==> config.mk <==
export PLATFORM = sky130hd
export DESIGN_NAME = ram_fifo_ctrl
export DESIGN_NICKNAME = d
export VERILOG_FILES = /design/src/rtl/ram_fifo_ctrl_pkg.sv /design/src/rtl/ram_fifo_ctrl.sv
export SDC_FILE = /design/constraint.sdc
export NUM_CORES = 1
export LEC_CHECK = 0
export CAP_MARGIN = 20
export CORE_ASPECT_RATIO = 1.25
export CORE_UTILIZATION = 36
export DETAILED_ROUTE_END_ITERATION = 16
export GPL_ROUTABILITY_DRIVEN = 0
export PLACE_DENSITY = 0.85
export SKIP_LAST_GASP = 1
export SLEW_MARGIN = 25
export SYNTH_ARGS = -nofsm -noshare
export SYNTH_HDL_FRONTEND = slang
export SYNTH_SLANG_ARGS = --single-unit
==> constraint.sdc <==
create_clock -name clk -period 1.9 [get_ports clk]
set_input_delay 0.38 -clock clk [delete_from_list [all_inputs] [get_ports clk]]
set_output_delay 0.38 -clock clk [all_outputs]
set_load 0.02 [all_outputs]
==> src/rtl/ram_fifo_ctrl_pkg.sv <==
// Shared memory constants: default geometry used by both the FIFO front end
// and the single-port RAM, so both are instantiated from the same values.
package ram_fifo_ctrl_pkg;

  localparam int unsigned MemDataWidth = 8;
  localparam int unsigned MemAddrWidth = 3;

endpackage

==> src/rtl/ram_fifo_ctrl.sv <==
// ram_fifo_ctrl: turns a valid/ready write stream and a valid/ready read stream
// into one-access-per-cycle commands for a single-port synchronous RAM, so the
// RAM behaves as a FIFO. One output register holds the word presented on m_*.
//
// Ports:
//   clk, rst           clock, asynchronous active-high reset
//   s_valid/s_ready/s_data   write stream
//   m_valid/m_ready/m_data   read stream
//   ram_en/ram_we/ram_addr/ram_din   RAM command; ram_dout valid cycle after read
//   count/full/empty   occupancy status (count and full cover the RAM only)
module ram_fifo_ctrl
  import ram_fifo_ctrl_pkg::*;
#(
  parameter int unsigned DATA_WIDTH = MemDataWidth,
  parameter int unsigned ADDR_WIDTH = MemAddrWidth
) (
  input  logic                  clk,
  input  logic                  rst,
  input  logic                  s_valid,
  output logic                  s_ready,
  input  logic [DATA_WIDTH-1:0] s_data,
  output logic                  m_valid,
  input  logic                  m_ready,
  output logic [DATA_WIDTH-1:0] m_data,
  output logic                  ram_en,
  output logic                  ram_we,
  output logic [ADDR_WIDTH-1:0] ram_addr,
  output logic [DATA_WIDTH-1:0] ram_din,
  input  logic [DATA_WIDTH-1:0] ram_dout,
  output logic [ADDR_WIDTH:0]   count,
  output logic                  full,
  output logic                  empty
);

  logic [ADDR_WIDTH-1:0] wr_ptr_q, wr_ptr_d;
  logic [ADDR_WIDTH-1:0] rd_ptr_q, rd_ptr_d;
  logic [ADDR_WIDTH:0]   count_q, count_d;
  logic                  rd_pend_q, rd_pend_d;
  logic                  m_valid_q, m_valid_d;
  logic [DATA_WIDTH-1:0] m_data_q, m_data_d;

  logic rd_go;
  logic wr_go;
  logic out_free;

  // Output register is free if empty or being consumed at this edge.
  assign out_free = !m_valid_q || m_ready;
  // rd_pend blocks back-to-back reads, which guarantees a write slot every
  // other cycle.
  assign rd_go    = (count_q != '0) && !rd_pend_q && out_free;
  assign full     = (count_q == {1'b1, {ADDR_WIDTH{1'b0}}});
  // Reads win the single port.
  assign s_ready  = !full && !rd_go;
  assign wr_go    = s_valid && s_ready;

  always_comb begin
    ram_en   = rd_go || wr_go;
    ram_we   = wr_go;
    ram_addr = rd_go ? rd_ptr_q : wr_ptr_q;
    ram_din  = s_data;
  end

  always_comb begin
    wr_ptr_d  = wr_go ? wr_ptr_q + 1'b1 : wr_ptr_q;
    rd_ptr_d  = rd_go ? rd_ptr_q + 1'b1 : rd_ptr_q;
    count_d   = count_q + {{ADDR_WIDTH{1'b0}}, wr_go} - {{ADDR_WIDTH{1'b0}}, rd_go};
    rd_pend_d = rd_go;
    m_valid_d = m_valid_q;
    m_data_d  = m_data_q;
    if (m_valid_q && m_ready) begin
      m_valid_d = 1'b0;
    end
    // A completing read overrides the consume-clear.
    if (rd_pend_q) begin
      m_valid_d = 1'b1;
      m_data_d  = ram_dout;
    end
  end

  always_ff @(posedge clk or posedge rst) begin
    if (rst) begin
      wr_ptr_q  <= '0;
      rd_ptr_q  <= '0;
      count_q   <= '0;
      rd_pend_q <= 1'b0;
      m_valid_q <= 1'b0;
      m_data_q  <= '0;
    end else begin
      wr_ptr_q  <= wr_ptr_d;
      rd_ptr_q  <= rd_ptr_d;
      count_q   <= count_d;
      rd_pend_q <= rd_pend_d;
      m_valid_q <= m_valid_d;
      m_data_q  <= m_data_d;
    end
  end

  assign m_valid = m_valid_q;
  assign m_data  = m_data_q;
  assign count   = count_q;
  assign empty   = (count_q == '0) && !rd_pend_q && !m_valid_q;

endmodule

==> summary.md <==
| Metric | Value |
|---|---|
| Largest cells by area after synthesis | `dfrtp_1, mux2_2, ha_1` |
| Worst Path Arrival | `between 2000 and 2500 ps` |
| Synth unique cells | `19` |
| Port Buf Inserts | `32` |
| Vias in the first global route | `841` |
| DP Worst Slack | `-704 ps` |
| Vias/cell | `4.70` |
| Critical path's most frequent cell | `ha_4` |
| Die W | `between 50 and 60 microns` |
| Die height | `about 62 microns` |
| Ant diodes | `0` |
| Crit end category | `flip-flop` |
| Post-DR wirelength/cell | `14.0 microns` |
| Largest net degree at the start of global routing | `15` |
| Clk_lat worst skew | `~300 ps` |
| Final Skew | `2.62 ps` |
| Clk Tree Root Cell | `clkbuf_4` |
| Iter 0 DRT Violations | `2` |
| Sw frac | `0.388` |
| CTS Hold Bufs | `0` |
| Leak pwr | `0.000787 uW` |
| Multi-input gate area | `537 sq um` |
| NetSw | `1380 uW` |
| Via count | `790` |
| Total CTS buffers | `3` |
| Worst-Margin Slew | `249 ps` |
| DRT Pass-1 Iters | `2` |
| Nets@finish | `164` |
| Post-DP HPWL | `approximately 1.6 mm` |
| Area occupied by registers | `504 sq um` |
| F_max | `about 0.46 GHz` |
| Clock power share | `0.070` |
| CP max stage cell | `fa_2` |
| Initial antenna violation count | `0` |
| Required time of the worst setup path | `2110 ps` |
| Final hold violation count | `0` |
| Placed cells | `155` |
| Initial Util | `0.384` |
| Clock Sinks | `20` |
| Setup ws final | `-254 ps` |
| Clock tree buffer depth | `2` |
| Min Hold Slack | `roughly 280 ps` |
| CTS HTree Levels | `1` |
| Post-synthesis cell count | `84` |
| Final setup vio count | `9` |
| Total power | `3550 uW` |
| Min cycle time layout | `between 2000 and 2500 ps` |
| Reg power frac | `0.230` |
| DIE AREA | `3100 sq um` |
| Share of cells above drive strength 1 | `0.567` |
| Row cnt | `21` |
| Area grow syn2layout | `63.0%` |
| Slew Viols, Final | `0` |
| Fin crit share | `1.13` |
| Final Routed Wirelength | `2.36 mm` |
| Overall routing resource usage | `0.163` |
| Startpoint types | `flip-flop` |
| Slowest Stage Delay on Critical Path | `between 500 and 600 ps` |
| First-pass GRT wire length | `3.66 mm` |
| Comb power frac | `0.699` |
| Synth area leader | `dfrtp_1` |
| Final core utilization | `0.626` |
| Unrepaired setup endpoints after global routing | `yes` |
| Share of the synthesized area in the top cell type | `0.482` |
| Total gr overflow | `0` |
| Fillers | `200` |
| Syn nets | `113` |
| Register area share after synthesis | `0.482` |
| Status | `complete, but fails checks` |
| Worst-path maximum fanout | `7` |
| Clock-pin slew on the worst setup and hold paths | `110 ps` |
| Core area | `2710 sq um` |
| Setup Crit Path Kind | `reg2reg` |
| Max Cap Viol | `0` |
| Slew HR | `0.834` |
| Pwr Density | `between 2000 and 2500 nW/um^2` |
| Type of the worst min-delay path | `in2async` |
| CTS tree | `built` |
| # IOs | `49` |
| Violated checks | `setup timing` |
| Int Power | `2180 uW` |
| Ys Warns | `0` |
| Synthesized area | `1040 sq um` |
| Avg Inst Size Synth | `12.4 sq um` |
| Post-route ant nets | `0` |
| Yosys reg bits | `20` |
| DR DRC count | `0` |
| Layout Cells excl Fill | `168` |
| CP cell instances | `inv_2 > ha_4 > a221oi_2 > buf_4 > buf_6 > ha_4 > inv_4 > ha_4 > inv_2 > fa_2 > inv_1` |
| Peak supply drop | `roughly 1400 uV` |
## layer usage
metal,routed length (microns),global-route usage,vias to the layer above
met5,0,0,-
met4,35,0.0898,0
met3,100,0.0316,8
met2,1320,0.337,27
met1,898,0.149,392
li1,-,-,363
## Yosys cell counts, drive strengths merged
library cell  count
inv              12
xnor2             4
nand2             4
dfrtp            20
a21oi             1
nor3              1
fa                1
ha                8
mux2             13
a221oi            1
nor2              2
nand4b            1
xor2              2
nand2b            1
a21o              2
nand3b            1
buf              10
## power groups by stage
stage | clock network [uW] | logic, uW | registers [uW]
finish | 249 | 2490 | 819
global route | 280 | 2680 | 852
CTS | 257 | 2310 | 822
detailed placement | 0 | 2050 | 824
global placement | 0 | 1940 | 803
floorplan | 0 | 1020 | 993
## area by class of cell
class | count | area share
Multi-Input combinational cell | 42 | 0.317
Sequential cell | 20 | 0.298
Clock buffer | 4 | 0.0214
Inverter | 12 | 0.0310
Timing Repair Buffer | 56 | 0.307
Tap cell | 34 | 0.0251
## kinds of logic after synthesis
logic type	Yosys count	share of synthesized area
AO/OA/AOI/OAI	4	0.0337
XOR/XNOR	6	0.0506
adder cells (fa/ha/maj)	9	0.116
buffers and inverters	22	0.117
flip-flops	20	0.482
multiplexers	13	0.141
AND/OR/NAND/NOR	10	0.0602
## final timing paths
kind | cells after the start | startpoint | endpoint | slack (ps)
max | 11 | count[2] | count[1] | -250
min | 2 | rst | m_data[0] | 280
max reg2reg | 11 | count[2] | count[1] | -250
min reg2reg | 1 | rd_ptr_q[2] | rd_ptr_q[2] | 490
max in group asynchronous | 3 | rst | count[1] | 1130
min in group clk | 1 | rd_ptr_q[2] | rd_ptr_q[2] | 490
## timing repair
| item | CTS | global route |
|---|---|---|
| buffers inserted | 6 | 3 |
| gates resized for setup | 61 | 14 |
| gates cloned | 0 | 0 |
| hold endpoints to repair | 0 | 0 |
| pin swaps | 8 | 7 |
| setup endpoints to repair | 11 | 11 |
## cell usage in the layout, fill, tap and decap left out, types with 3 or more instances in the layout
cell type | synthesis | layout
clkdlybuf4s50_1 | 0 | 23
buf_4 | 8 | 21
dfrtp_1 | 20 | 17
buf_6 | 1 | 11
mux2_2 | 13 | 10
inv_2 | 0 | 5
ha_4 | 0 | 5
inv_1 | 12 | 4
inv_4 | 0 | 3
mux2_4 | 0 | 3
xnor2_1 | 4 | 3
ha_1 | 8 | 3
clkbuf_4 | 0 | 3
dfrtp_2 | 0 | 3
## critical path, delay by kind of cell (launching register included)
kind | cells | cell delay, ps
fa+ha+maj | 4 | 970
flops | 1 | 390
buf+inv | 6 | 500
compound gates | 1 | 200
## sequential cells by signal, indices dropped and copies added, names as in the netlist
signal / flops
count: 4
m_data: 8
rd_ptr_q: 3
rd_pend_q: 1
wr_ptr_q: 3
m_valid: 1
## stage by stage
step                instance area (sq um)  setup TNS [ps]
floorplan                            1090            -457
global placement                     1490           -6150
detailed placement                   1490           -6240
CTS                                  1620           -2040
global route                         1690           -3120
finish                               1690           -1830
Power figures use the tool's default switching activity.
